[config.mk]
export PLATFORM = sky130hd
export DESIGN_NAME = fifo_ctrl
export DESIGN_NICKNAME = d
export VERILOG_FILES = /design/src/rtl/fifo_ctrl_pkg.sv /design/src/rtl/fifo_ctrl_ns.sv /design/src/rtl/fifo_ctrl.sv
export SDC_FILE = /design/constraint.sdc
export NUM_CORES = 1
export LEC_CHECK = 0
export BUFFER_PORTS_ARGS = -buffer_cell sky130_fd_sc_hd__clkbuf_2
export CAP_MARGIN = 20
export CELL_PAD_IN_SITES_DETAIL_PLACEMENT = 0
export CELL_PAD_IN_SITES_GLOBAL_PLACEMENT = 2
export CORE_MARGIN = 2
export CORE_UTILIZATION = 30
export CTS_BUF_LIST = sky130_fd_sc_hd__clkbuf_16
export DETAILED_ROUTE_END_ITERATION = 12
export PLACE_DENSITY = 0.73
export SLEW_MARGIN = 10
export SYNTH_ARGS = -nofsm -noshare
export SYNTH_HDL_FRONTEND = slang
export SYNTH_HIERARCHICAL = 1
export SYNTH_SLANG_ARGS = --single-unit
export TNS_END_PERCENT = 10
[constraint.sdc]
create_clock -name clk -period 2.1 [get_ports clk]
set_input_delay 0.105 -clock clk [delete_from_list [all_inputs] [get_ports clk]]
set_output_delay 0.105 -clock clk [all_outputs]
set_load 0.005 [all_outputs]
[src/rtl/fifo_ctrl_pkg.sv]
// fifo_ctrl_pkg: state encodings, depth and pointer width shared by the FIFO controller.
package fifo_ctrl_pkg;
  localparam int AW = 3;
  localparam int FIFO_DEPTH = 8;
  typedef enum logic [2:0] {
    INIT     = 3'd0,
    NO_OP    = 3'd1,
    WRITE    = 3'd2,
    WR_ERROR = 3'd3,
    READ     = 3'd4,
    RD_ERROR = 3'd5,
    RW       = 3'd6
  } state_t;
endpackage

[src/rtl/fifo_ctrl_ns.sv]
// fifo_ctrl_ns: combinational next-state, pointer and flag decision for fifo_ctrl.
// FIFO_SIMUL_RW_EN lets simultaneous read and write requests both be serviced.
module fifo_ctrl_ns import fifo_ctrl_pkg::*; #(
  parameter int AW = fifo_ctrl_pkg::AW
) (
  input  logic          wr_en,
  input  logic          rd_en,
  input  logic [AW-1:0] head,
  input  logic [AW-1:0] tail,
  input  logic [AW:0]   count,
  output state_t        state_nxt,
  output logic [AW-1:0] head_nxt,
  output logic [AW-1:0] tail_nxt,
  output logic [AW:0]   count_nxt,
  output logic          do_wr,
  output logic          do_rd,
  output logic          wr_err_nxt,
  output logic          rd_err_nxt
);
  logic full, empty;
  assign full  = count[AW];
  assign empty = count == '0;
`ifdef FIFO_SIMUL_RW_EN
  assign do_wr      = wr_en & ~full;
  assign do_rd      = rd_en & ~empty;
  assign wr_err_nxt = wr_en & full;
  assign rd_err_nxt = rd_en & empty;
`else
  // Colliding requests are both dropped without any flag.
  assign do_wr      = wr_en & ~rd_en & ~full;
  assign do_rd      = rd_en & ~wr_en & ~empty;
  assign wr_err_nxt = wr_en & ~rd_en & full;
  assign rd_err_nxt = rd_en & ~wr_en & empty;
`endif
  assign head_nxt  = head + AW'(do_rd);
  assign tail_nxt  = tail + AW'(do_wr);
  assign count_nxt = count + (AW+1)'(do_wr) - (AW+1)'(do_rd);
  assign state_nxt = (do_wr & do_rd) ? RW :
                     do_wr           ? WRITE :
                     do_rd           ? READ :
                     wr_err_nxt      ? WR_ERROR :
                     rd_err_nxt      ? RD_ERROR : NO_OP;
endmodule

[src/rtl/fifo_ctrl.sv]
// fifo_ctrl: head/tail/count sequencing for an 8-entry FIFO with registered ack/err flags.
// Build option FIFO_SIMUL_RW_EN enables simultaneous read+write servicing.
module fifo_ctrl import fifo_ctrl_pkg::*; #(
  parameter int AW = fifo_ctrl_pkg::AW
) (
  input  logic          clk,
  input  logic          reset_n,
  input  logic          wr_en,
  input  logic          rd_en,
  output logic          we,
  output logic [AW-1:0] wAddr,
  output logic          re,
  output logic [AW-1:0] rAddr,
  output logic          full,
  output logic          empty,
  output logic [AW:0]   data_count,
  output logic          wr_ack,
  output logic          wr_err,
  output logic          rd_ack,
  output logic          rd_err
);
  state_t        state, state_nxt;
  logic [AW-1:0] head, tail, head_nxt, tail_nxt;
  logic [AW:0]   count, count_nxt;
  logic          do_wr, do_rd, wr_err_nxt, rd_err_nxt;
  fifo_ctrl_ns #(.AW(AW)) u_ns (
    .wr_en(wr_en), .rd_en(rd_en), .head(head), .tail(tail), .count(count),
    .state_nxt(state_nxt), .head_nxt(head_nxt), .tail_nxt(tail_nxt), .count_nxt(count_nxt),
    .do_wr(do_wr), .do_rd(do_rd), .wr_err_nxt(wr_err_nxt), .rd_err_nxt(rd_err_nxt)
  );
  always_ff @(posedge clk or negedge reset_n) begin
    if (!reset_n) begin
      state  <= INIT;
      head   <= '0;
      tail   <= '0;
      count  <= '0;
      wr_ack <= 1'b0;
      wr_err <= 1'b0;
      rd_ack <= 1'b0;
      rd_err <= 1'b0;
    end else begin
      state  <= state_nxt;
      head   <= head_nxt;
      tail   <= tail_nxt;
      count  <= count_nxt;
      wr_ack <= do_wr;
      wr_err <= wr_err_nxt;
      rd_ack <= do_rd;
      rd_err <= rd_err_nxt;
    end
  end
  assign we         = do_wr & reset_n;
  assign re         = do_rd & reset_n;
  assign wAddr      = tail;
  assign rAddr      = head;
  assign full       = count[AW];
  assign empty      = count == '0;
  assign data_count = count;
endmodule

Word level (Yosys, flattened, before mapping)
Index checks and enable logic that the tools add are counted.
{"block": "op_classes", "add_sub_neg": 4, "n_bitwise": 12, "reduce_logical": 1}
{"op": "1-bit AND", "n": 8}
{"op": "3-bit by 1-bit adder with 3-bit output", "n": 2}
{"op": "4-bit by 1-bit adder with 4-bit output", "n": 1}
{"op": "4-bit logical NOT", "n": 1}
{"op": "1-bit inverter", "n": 4}
{"op": "4-bit by 1-bit subtractor with 4-bit output", "n": 1}
{"block": "word_totals", "ff_bits": 14, "in_bits": 4, "out_inout_bits": 18, "word_cells": 24}

Longest topological paths before layout
{"block": "logic_depth", "depth_word": 5, "depth_mapped": 8}

By module
Netlist, hierarchy kept.
{"mod": "fifo_ctrl", "instances": 1, "cells_per_inst": 18, "area_per_inst_um2": 382.9, "seq_area_each_um2": 350.3}
{"mod": "fifo_ctrl_ns", "instances": 1, "cells_per_inst": 33, "area_per_inst_um2": 294.0, "seq_area_each_um2": 0.0}

Least setup slack after synthesis
OpenSTA, ideal clock, no wires.
{"block": "synth_timing", "kind": "register to register", "startpoint": "register count[3], in the netlist data_count[3]", "endpoint": "register count[2], in the netlist data_count[2]", "t_arrival_ns": 1.740, "required_ns": 1.977, "slack_ns": 0.238, "path_stages_with_launch": 9, "n_path_buf": 0, "synth_period_minus_slack_ns": 1.862, "cell_sequence": "dfrtp_1 -> inv_1 -> ha_1 -> a211oi_4 -> a21o_1 -> ha_1 -> inv_1 -> fa_1 -> xnor2_1"}
{"block": "synth_via", "elab_chain_cells": 4, "word_cells_on_any_way": 7, "classes_between": "add/sub: 2; bitwise: 4; reduce/logical: 1"}
{"item": "start: declaration", "line": "fifo_ctrl.sv:24", "text": "logic [AW:0] count, count_nxt;"}
{"item": "start signal: assignment", "line": "fifo_ctrl.sv:45", "text": "count <= count_nxt;"}
{"item": "1-bit inverter or 4-bit logical NOT (tied branches)", "line": "fifo_ctrl_ns.sv:30, fifo_ctrl_ns.sv:22"}
{"item": "1-bit AND or 1-bit inverter (tied branches)", "line": "fifo_ctrl_ns.sv:30, fifo_ctrl_ns.sv:31"}
{"item": "4-bit by 1-bit adder with 4-bit output or 1-bit AND (tied branches)", "line": "fifo_ctrl_ns.sv:37, fifo_ctrl_ns.sv:31"}
{"item": "4-bit by 1-bit subtractor with 4-bit output (*)", "line": "fifo_ctrl_ns.sv:37", "text": "assign count_nxt = count + (AW+1)'(do_wr) - (AW+1)'(do_rd);"}
{"item": "net count_nxt[2]", "line": "fifo_ctrl.sv:24"}
Mark *: on every way through the listed nets, which the timed path passes. The rest lies on a longest branch.

Worst setup path after layout
{"block": "layout_timing", "startpoint": "register count[2], in the netlist data_count[2]", "endpoint": "register count[1], in the netlist data_count[1]"}
{"block": "layout_via", "elab_chain_cells": 4}
{"item": "4-bit logical NOT", "line": "fifo_ctrl_ns.sv:22", "text": "assign empty = count == '0;"}
{"item": "1-bit inverter", "line": "fifo_ctrl_ns.sv:31", "text": "assign do_rd = rd_en & ~wr_en & ~empty;"}
{"item": "1-bit AND", "line": "fifo_ctrl_ns.sv:31"}
{"item": "4-bit by 1-bit subtractor with 4-bit output", "line": "fifo_ctrl_ns.sv:37"}
{"item": "net count_nxt[1]", "line": "fifo_ctrl.sv:24"}
The timed path passes the listed nets, and every way through them passes these cells.

==> flow_metrics.env <==
export IMPL_ant_nets=0
export IMPL_p_per_area_mw_per_mm2=1470
export IMPL_drc=0
export IMPL_layout_common_cells="21 x clkbuf_2, 14 x dfrtp_1, 7 x inv_1, 7 x ha_1"
export IMPL_hold_path_class="in -> reg"
export IMPL_postSynthAreaPerCell_um2=13.5
export IMPL_syn_inst=50
export IMPL_critPathKind="reg -> reg"
export IMPL_wl_um=1090
export IMPL_vdd_drop_max_mv=0.594
export IMPL_worst_pin_slew_ns=0.373
export IMPL_io_buffer_count=21
export IMPL_clockRootBuffer="clkbuf_16"
export IMPL_track_usage_pct=10.4
export IMPL_cts_buffers=3
export IMPL_cp_max_fo=3
export IMPL_grt_pass1_wl_um=1950
export IMPL_h_tree_depth=1
export IMPL_syn_num_nets=62
export IMPL_cp_arrival_ns=2.09
export IMPL_die_area_mm2=0.00264
export IMPL_die_h_um=51.4
export IMPL_grt_max_degree=17
export IMPL_cap_viol_max_count=0
export IMPL_netlist_area_um2=673
export IMPL_regArea_um2=350
export IMPL_finalCriticalPeriod_ns=1.96
export IMPL_fin_crit_sh_pct=93.2
export IMPL_relSlewSlack_pct=75.1
export IMPL_setup_tns_ns=0
export IMPL_diodes=0
export IMPL_cp_common_cell="inv_1"
export IMPL_die_x_um=51.4
export IMPL_area_growth_syn_to_layout_pct=35.1
export IMPL_finalHoldViolations=0
export IMPL_power_leakage_nw=0.492
export IMPL_grt_pass1_vias=445
export IMPL_antenna_found_initial=0
export IMPL_cts_tree="built"
export IMPL_max_stage_delay_ns=0.49
export IMPL_max_freq_mhz=511
export IMPL_start_util_pct=31.0
export IMPL_critPathLaunchType="flop"
export IMPL_crit_chain="inv_1 -> ha_1 -> a211oi_4 -> a21o_1 -> ha_1 -> inv_1 -> fa_1 -> inv_1"
export IMPL_clk_pin_slew_worst_paths_ns=0.05
export IMPL_nets=90
export IMPL_vias_per_cell=4.09
export IMPL_required_ns=2.23
export IMPL_io_pins=22
export IMPL_multiInputGateArea_um2=289
export IMPL_dp_final_hpwl_um=894
export IMPL_layout_drive_gt1_share_pct=42.9
export IMPL_yosysWarningCount=6
export IMPL_run_status="complete, no violations"
export IMPL_wl_per_cell_um=10.4
export IMPL_first_pass_iters=1
export IMPL_place_gp_congestion=0.780
export IMPL_setup_violations=0
export IMPL_via_count=429
export IMPL_fin_hold_ws_ns=0.191
export IMPL_cts_max_path_buffers=2
export IMPL_finalMaxSlewViolations=0
export IMPL_final_common_cell="clkbuf_2"
export IMPL_cp_end_kind="flop"
export IMPL_cts_setup_buffers=0
export IMPL_core_area_mm2=0.00217
export IMPL_cts_sinks=14
export IMPL_rsz0062_at_grt="false"
export IMPL_clk_insertion_delay_late_ns=0.24
export IMPL_drt_iter0_drc=0
export IMPL_critPathSlowestCell="fa_1"
export IMPL_fin_skew_ns=0.00485
export IMPL_grt_overflow=0
export IMPL_nFillCells=228
export IMPL_rows=17
==> final timing paths <==
| check | from | to | slack (ns) | cells after the start |
|---|---|---|---|---|
| worst max-delay path | data_count[2] | data_count[1] | 0.14 | 8 |
| worst max register to register | data_count[2] | data_count[1] | 0.14 | 8 |
| worst min-delay path | rd_en | rd_ack | 0.19 | 3 |
| max in group asynchronous | reset_n | data_count[1] | 1.52 | 2 |
| worst min register to register | rAddr[2] | rAddr[2] | 0.46 | 1 |
| min in group asynchronous | reset_n | wAddr[2] | 0.31 | 2 |
==> power breakdown <==
group	total [W]	switching, W	leakage, nW	internal (W)
clock	0.000352	0.000101	0.0385	0.000251
combinational	0.000515	0.000248	0.282	0.000267
sequential	0.000466	0.0000789	0.172	0.000387
total	0.00133	0.000428	0.492	0.000905
==> critical path: cells and delay by family, from the launching register on <==
family	cells	cell delay [ns]
buf+inv	3	0.16
flops	1	0.37
fa+ha+maj	3	0.88
compound gates	2	0.43
==> registers in the layout, indices dropped and copies added, names as in the netlist <==
name        cells
data_count      4
wr_err          1
rd_ack          1
rAddr           3
rd_err          1
wAddr           3
wr_ack          1
==> cell type report <==
class,instances,share of cell area (%)
clock buffers,3,8.25
clock inverters,1,0.413
inverters,7,2.89
multi-input cells,28,31.8
flip-flops and latches,14,38.5
well taps,28,3.85
repair buffers,24,14.3
==> through the flow <==
stage	setup WS [ns]	area [um^2]	util, %	total power [W]	instances
after floorplan	0.238	673	-	0.000784	50
after global placement	0.200	821	37.8	0.00100	100
after detailed placement	0.153	821	37.8	0.00100	100
after CTS	0.138	910	41.9	0.00137	105
after global routing	0.00681	910	41.9	0.00147	105
final	0.142	910	41.9	0.00133	105
==> what timing repair did <==
| item | 4_1_cts | 5_1_grt |
|---|---|---|
| hold endpoints to repair | 14 | 0 |
| resized for setup | 0 | 0 |
| hold buffers | 1 | 0 |
==> per-layer routing <==
layer  vias up  wire length [um]  global-route usage [%]
met4         0                 9                    6.58
met1       199               531                    13.3
li1        214                 -                       -
met2        14               470                    15.4
met3         2                77                    2.63
met5         -                 0                       0
Note: power is estimated with default switching activity, not from simulation.
